### src/rtl/antares_pkg.sv
// rtl/antares_pkg.sv - shared Antares-R2 instruction field layout and pipeline types
package antares_pkg;

    localparam int OPCODE_MSB = 31;
    localparam int OPCODE_LSB = 27;
    localparam int RD_MSB     = 26;
    localparam int RD_LSB     = 22;
    localparam int RS_MSB     = 21;
    localparam int RS_LSB     = 17;
    localparam int RT_MSB     = 16;
    localparam int RT_LSB     = 12;
    localparam int IMM_MSB    = 16;
    localparam int IMM_LSB    = 0;

    localparam int REG_W = 5;
    localparam int IMM_W = IMM_MSB - IMM_LSB + 1;

    localparam logic [31:0] NOP_INSTR = 32'h0000_0000;

    // Occupancy of a two-entry main + skid register pair
    typedef enum logic [1:0] {
        OCC_EMPTY = 2'd0,
        OCC_ONE   = 2'd1,
        OCC_FULL  = 2'd2
    } occ_state_t;

endpackage

### src/rtl/skid_buffer.sv
// rtl/skid_buffer.sv - generic 2-entry valid/ready register with flush
module skid_buffer
    import antares_pkg::*;
#(
    parameter int W = 64
) (
    input  logic         clk,
    input  logic         rst_n,
    input  logic         flush,
    input  logic         in_valid,
    output logic         in_ready,
    input  logic [W-1:0] in_data,
    output logic         out_valid,
    input  logic         out_ready,
    output logic [W-1:0] out_data
);

    occ_state_t   state;
    logic [W-1:0] main_q;
    logic [W-1:0] skid_q;
    logic         in_ready_q;
    logic         out_valid_q;
    logic         in_fire;
    logic         out_fire;

    assign in_fire   = in_valid & in_ready_q;
    assign out_fire  = out_valid_q & out_ready;
    assign in_ready  = in_ready_q;
    assign out_valid = out_valid_q;
    assign out_data  = main_q;

    // Occupancy FSM; handshake flags are registered so in_ready never follows out_ready
    always_ff @(posedge clk or negedge rst_n) begin
        if (!rst_n) begin
            state       <= OCC_EMPTY;
            main_q      <= '0;
            skid_q      <= '0;
            in_ready_q  <= 1'b1;
            out_valid_q <= 1'b0;
        end else if (flush) begin
            state       <= OCC_EMPTY;
            in_ready_q  <= 1'b1;
            out_valid_q <= 1'b0;
        end else begin
            case (state)
                OCC_EMPTY: begin
                    if (in_fire) begin
                        main_q      <= in_data;
                        state       <= OCC_ONE;
                        out_valid_q <= 1'b1;
                    end
                end
                OCC_ONE: begin
                    if (in_fire && out_fire) begin
                        main_q <= in_data;
                    end else if (in_fire) begin
                        skid_q     <= in_data;
                        state      <= OCC_FULL;
                        in_ready_q <= 1'b0;
                    end else if (out_fire) begin
                        state       <= OCC_EMPTY;
                        out_valid_q <= 1'b0;
                    end
                end
                OCC_FULL: begin
                    if (out_fire) begin
                        main_q     <= skid_q;
                        state      <= OCC_ONE;
                        in_ready_q <= 1'b1;
                    end
                end
                default: begin
                    state       <= OCC_EMPTY;
                    in_ready_q  <= 1'b1;
                    out_valid_q <= 1'b0;
                end
            endcase
        end
    end

endmodule

### src/rtl/if_id_stage.sv
// rtl/if_id_stage.sv - fetch-to-decode pipeline register with field slicing and bubble insertion
module if_id_stage
#(
    parameter int                DATA_W    = 32,
    parameter int                PC_W      = 32,
    parameter logic [DATA_W-1:0] NOP_INSTR = antares_pkg::NOP_INSTR
) (
    input  logic                          clk,
    input  logic                          rst_n,
    input  logic                          flush,
    input  logic                          in_valid,
    output logic                          in_ready,
    input  logic [DATA_W-1:0]             in_instr,
    input  logic [PC_W-1:0]               in_pc,
    output logic                          out_valid,
    input  logic                          out_ready,
    output logic [DATA_W-1:0]             out_instr,
    output logic [PC_W-1:0]               out_pc,
    output logic [antares_pkg::REG_W-1:0] out_opcode,
    output logic [antares_pkg::REG_W-1:0] out_rd,
    output logic [antares_pkg::REG_W-1:0] out_rs,
    output logic [antares_pkg::REG_W-1:0] out_rt,
    output logic [antares_pkg::IMM_W-1:0] out_imm
);

    import antares_pkg::*;

    logic [DATA_W+PC_W-1:0] main_data;
    logic                   main_valid;

    skid_buffer #(
        .W (DATA_W + PC_W)
    ) u_skid (
        .clk       (clk),
        .rst_n     (rst_n),
        .flush     (flush),
        .in_valid  (in_valid),
        .in_ready  (in_ready),
        .in_data   ({in_pc, in_instr}),
        .out_valid (main_valid),
        .out_ready (out_ready),
        .out_data  (main_data)
    );

    // Empty main entry is presented as a bubble so decode never sees stale data
    always_comb begin
        out_valid = main_valid;
        out_instr = main_valid ? main_data[DATA_W-1:0] : NOP_INSTR;
        out_pc    = main_valid ? main_data[DATA_W+PC_W-1:DATA_W] : '0;
    end

    assign out_opcode = out_instr[OPCODE_MSB:OPCODE_LSB];
    assign out_rd     = out_instr[RD_MSB:RD_LSB];
    assign out_rs     = out_instr[RS_MSB:RS_LSB];
    assign out_rt     = out_instr[RT_MSB:RT_LSB];
    assign out_imm    = out_instr[IMM_MSB:IMM_LSB];

endmodule

### config.mk
export PLATFORM = sky130hd
export DESIGN_NAME = if_id_stage
export DESIGN_NICKNAME = d
export VERILOG_FILES = /design/src/rtl/antares_pkg.sv /design/src/rtl/skid_buffer.sv /design/src/rtl/if_id_stage.sv
export SDC_FILE = /design/constraint.sdc
export NUM_CORES = 1
export LEC_CHECK = 0
export ABC_AREA = 1
export ABC_CLOCK_PERIOD_IN_PS = 1500
export BUFFER_PORTS_ARGS = -buffer_cell sky130_fd_sc_hd__buf_4
export CAP_MARGIN = 20
export CORE_ASPECT_RATIO = 0.6
export CORE_MARGIN = 1.5
export CORE_UTILIZATION = 47
export CTS_BUF_LIST = sky130_fd_sc_hd__clkbuf_8
export CTS_CLUSTER_SIZE = 28
export DETAILED_ROUTE_END_ITERATION = 12
export GPL_TIMING_DRIVEN = 0
export MAX_ROUTING_LAYER = met4
export PLACE_DENSITY_LB_ADDON = 0.08
export SYNTH_ARGS = -nofsm -noshare
export SYNTH_HDL_FRONTEND = slang
export SYNTH_HIERARCHICAL = 1
export SYNTH_SLANG_ARGS = --single-unit
### constraint.sdc
create_clock -name clk -period 1.5 [get_ports clk]
set_input_delay 0.375 -clock clk [delete_from_list [all_inputs] [get_ports clk]]
set_output_delay 0.375 -clock clk [all_outputs]
set_load 0.005 [all_outputs]
==> results.yml <==
routing:
  ant_nets: 0
  drt_iter0_markers: 405
  totalWireLength_um: 19800
  wl_per_cell_um: 15.3
  drt-vias-per-instance: 4.85
  drc: 0
  vias: 6274
  drtPass1Iterations: 5
timing:
  worst_pin_slew_ns: 0.464
  period_minus_slack_ns: 1.91
  holdWs_ns: 0.177
  finalSetupTns_ns: -70.19
  finalWorstSetupSlack_ns: -0.407
  slew-limit-headroom_pct: 69.0
  slew_violations: 0
  setup_viol: 234
  rsz0062_at_grt: "yes"
  hold_viol: 0
  fin_skew_ns: 0.0131
  period_share_pct: 127
  fmax_mhz: 524
power:
  p_total_w: 0.0160
  combPwrFrac_pct: 41.9
  p_seq_share_pct: 37.5
  power.density_nw_per_um2: 1560
  p_switching_w: 0.00551
  p_int_w: 0.0105
  p_leak_nw: 5.74
  clockPowerShare_pct: 20.5
  swShare_pct: 34.4
  vdd_drop_max_uv: 849
yosys:
  ys.flop_type: "dfrtp_1"
  yosysMostFrequentCell: "nand2_1"
  synth_top_cell_by_area: "dfrtp_1"
  ys_ff_latch: 132
  ys_async_sr_fraction_pct: 100
  synth_area_um2: 6840
  synth_warnings: 6
  synth.top_cell.area_share_pct: 47.9
  syn_inst: 843
  yosys-top-cells-area: "dfrtp_1 (48%), a21oi_1 (8.8%), nand2_1 (8.4%)"
  avgSynthCellArea_um2: 8.12
  mappedNetlistNets: 912
  synth_seq_area_share_pct: 48.3
  synth_cell_types: 19
  synth_common_cells: "nand2_1 (153), inv_1 (136), dfrtp_1 (131)"
  synth_edf_count: 0
setup_path:
  setup.worst_path.start: "u_skid/out_valid"
  r2r_slack_ns: -0.37
  crit_arrival_ns: 1.53
  end_kind: "output port"
  cp_max_fo: 10
  timing.rr.start: "u_skid/out_valid"
  required_ns: 1.12
  critPathKind: "reg2out"
  cp-endpoint: "out_opcode[0]"
  rr_endpoint: "u_skid/out_data[31]"
  startpoint_type: "flip-flop"
  reg2regPathDepth: 12
clock_network:
  cts_tree: "yes"
  clkLatencyLatePin_ns: 0.45
  cts_num_sinks: 132
  clk_path_buf_depth: 2
  cts_buffers: 17
  root_buffer: "clkbuf_8"
  cts_max_level: 4
  clk_pin_slew_ns: 0.08
grt:
  grt_start_max_net_pins: 85
  grt-ovfl-total: 0
  first_global_vias: 5851
  grt_pass1_wl_um: 30600
  grt_antenna_before_repair: 0
  grt_use_total_pct: 26.7
outcome:
  status: "finished, violations left"
  violations: "negative setup slack"
floorplan:
  initial_core_util_pct: 49.2
  fp.dieH_um: 96.5
  io_pins: 172
  die-area_um2: 15300
  die_w_um: 159
  coreArea_um2: 13900
  num_rows: 33
finish:
  fill_cells: 1041
  synthToLayoutAreaGrowth_pct: 50.7
  final_cells: 1293
  utilization_pct: 74.1
  drive_gt1_share_pct: 47.2
  fin_nets: 1158
  antenna_cells: 0
place:
  hpwl_um: 12000
  gp_congestion: 0.886
  io_buffers: 171
  dp.cells: 1207
flow_run:
  max_cap_viol_count: 0
worst_hold_path:
  hold_path.class: "in2reg"
-- cell families (layout without fill, tap and decap cells) --
family                 after synthesis  count (layout)  share of synthesized area (%)
AND/OR/NAND/NOR                    290             290                           16.3
flip-flops                         132             132                           48.3
buffers and inverters              224             482                           17.4
AO/OA/AOI/OAI                      197             197                           17.9
-- power groups by stage --
stage / Sequential (W) / Clock (W) / Combinational (W)
6_report: 0.00602 / 0.00329 / 0.00673
5_1_grt: 0.00620 / 0.00349 / 0.00738
4_1_cts: 0.00594 / 0.00333 / 0.00641
3_5_place_dp: 0.00599 / 0 / 0.00520
3_3_place_gp: 0.00592 / 0 / 0.00510
2_1_floorplan: 0.00579 / 0 / 0.00349
-- state kept, by name, summed over array words and instances (netlist names) --
signal / cells
u_skid/out_data: 64
u_skid/state: 2
u_skid/out_valid: 1
u_skid/in_ready: 1
u_skid/skid_q: 64
-- placed cells by master, fill, tap and decap left out, types with 2 or more instances in the layout --
cell | netlist | routed
buf_8 | 0 | 17
clkbuf_8 | 0 | 18
clkbuf_16 | 0 | 2
buf_16 | 0 | 13
nand2_1 | 153 | 134
nand3_1 | 5 | 4
nand2_2 | 4 | 21
a21oi_2 | 0 | 23
clkinv_2 | 0 | 2
nor2_1 | 126 | 84
o21ai_0 | 6 | 6
clkinv_4 | 0 | 3
o21ai_1 | 7 | 6
buf_4 | 46 | 227
clkinvlp_4 | 0 | 2
o21ai_2 | 63 | 63
buf_12 | 0 | 16
buf_6 | 21 | 26
inv_1 | 136 | 117
nor2_2 | 0 | 25
nor2_4 | 1 | 18
a21oi_1 | 120 | 97
bufbuf_16 | 0 | 2
inv_2 | 2 | 21
buf_2 | 18 | 8
bufinv_16 | 0 | 4
dfrtp_1 | 131 | 131
-- area by class of cell --
cell class                      instances  area (µm²)  share of cell area [%]
Clock inverter                         13         184                    1.78
Multi-Input combinational cell        487        2710                    26.3
Buffer                                 85         905                    8.77
Tap cell                              192         240                    2.33
Sequential cell                       132        3300                    32.1
Timing Repair Buffer                  228        2200                    21.3
Inverter                              138         520                    5.05
Clock buffer                           18         248                    2.40
-- worst min path at each step --
stage,startpoint,to,cells after the start
4_1_cts,in_instr[29],u_skid/skid_q[29],3
6_report,in_instr[31],u_skid/skid_q[31],3
3_5_place_dp,rst_n,u_skid/skid_q[54],1
5_1_grt,in_pc[6],u_skid/skid_q[38],3
2_1_floorplan,rst_n,u_skid/out_data[0],0
3_3_place_gp,u_skid/out_data[32],u_skid/out_data[32],2
-- metrics by stage --
step / instance area (µm²) / setup WS [ns]
after floorplan: 6840 / 0.0814
after global placement: 8370 / -0.464
after detailed placement: 8400 / -0.0726
after CTS: 10100 / -0.420
after global routing: 10300 / -0.475
final: 10300 / -0.407
-- critical path: stages (launching register included) --
cell and delay [ns]:
dfrtp_1 0.42, buf_8 0.17, buf_8 0.15, nand2_1 0.06
inv_1 0.05, buf_4 0.12, buf_4 0.12
-- layer usage --
layer / track usage [%] / vias up / share of wire, % / routed length (µm)
met5: - / - / 0 / 0
met4: 6.67 / 0 / 1.7 / 347
met3: 6.15 / 30 / 7.5 / 1500
met2: 40.0 / 263 / 45 / 8840
met1: 37.1 / 2932 / 46 / 9160
li1: - / 3049 / - / -
-- timing repair --
action / in CTS / in global routing
hold endpoints to repair: 48 / 0
buffers inserted: 30 / 10
gates resized for setup: 197 / 42
pin swaps: 3 / 2
gates cloned: 17 / 2
hold buffers: 1 / 0
setup endpoints to repair: 213 / 234
Power figures use the tool's default switching activity.
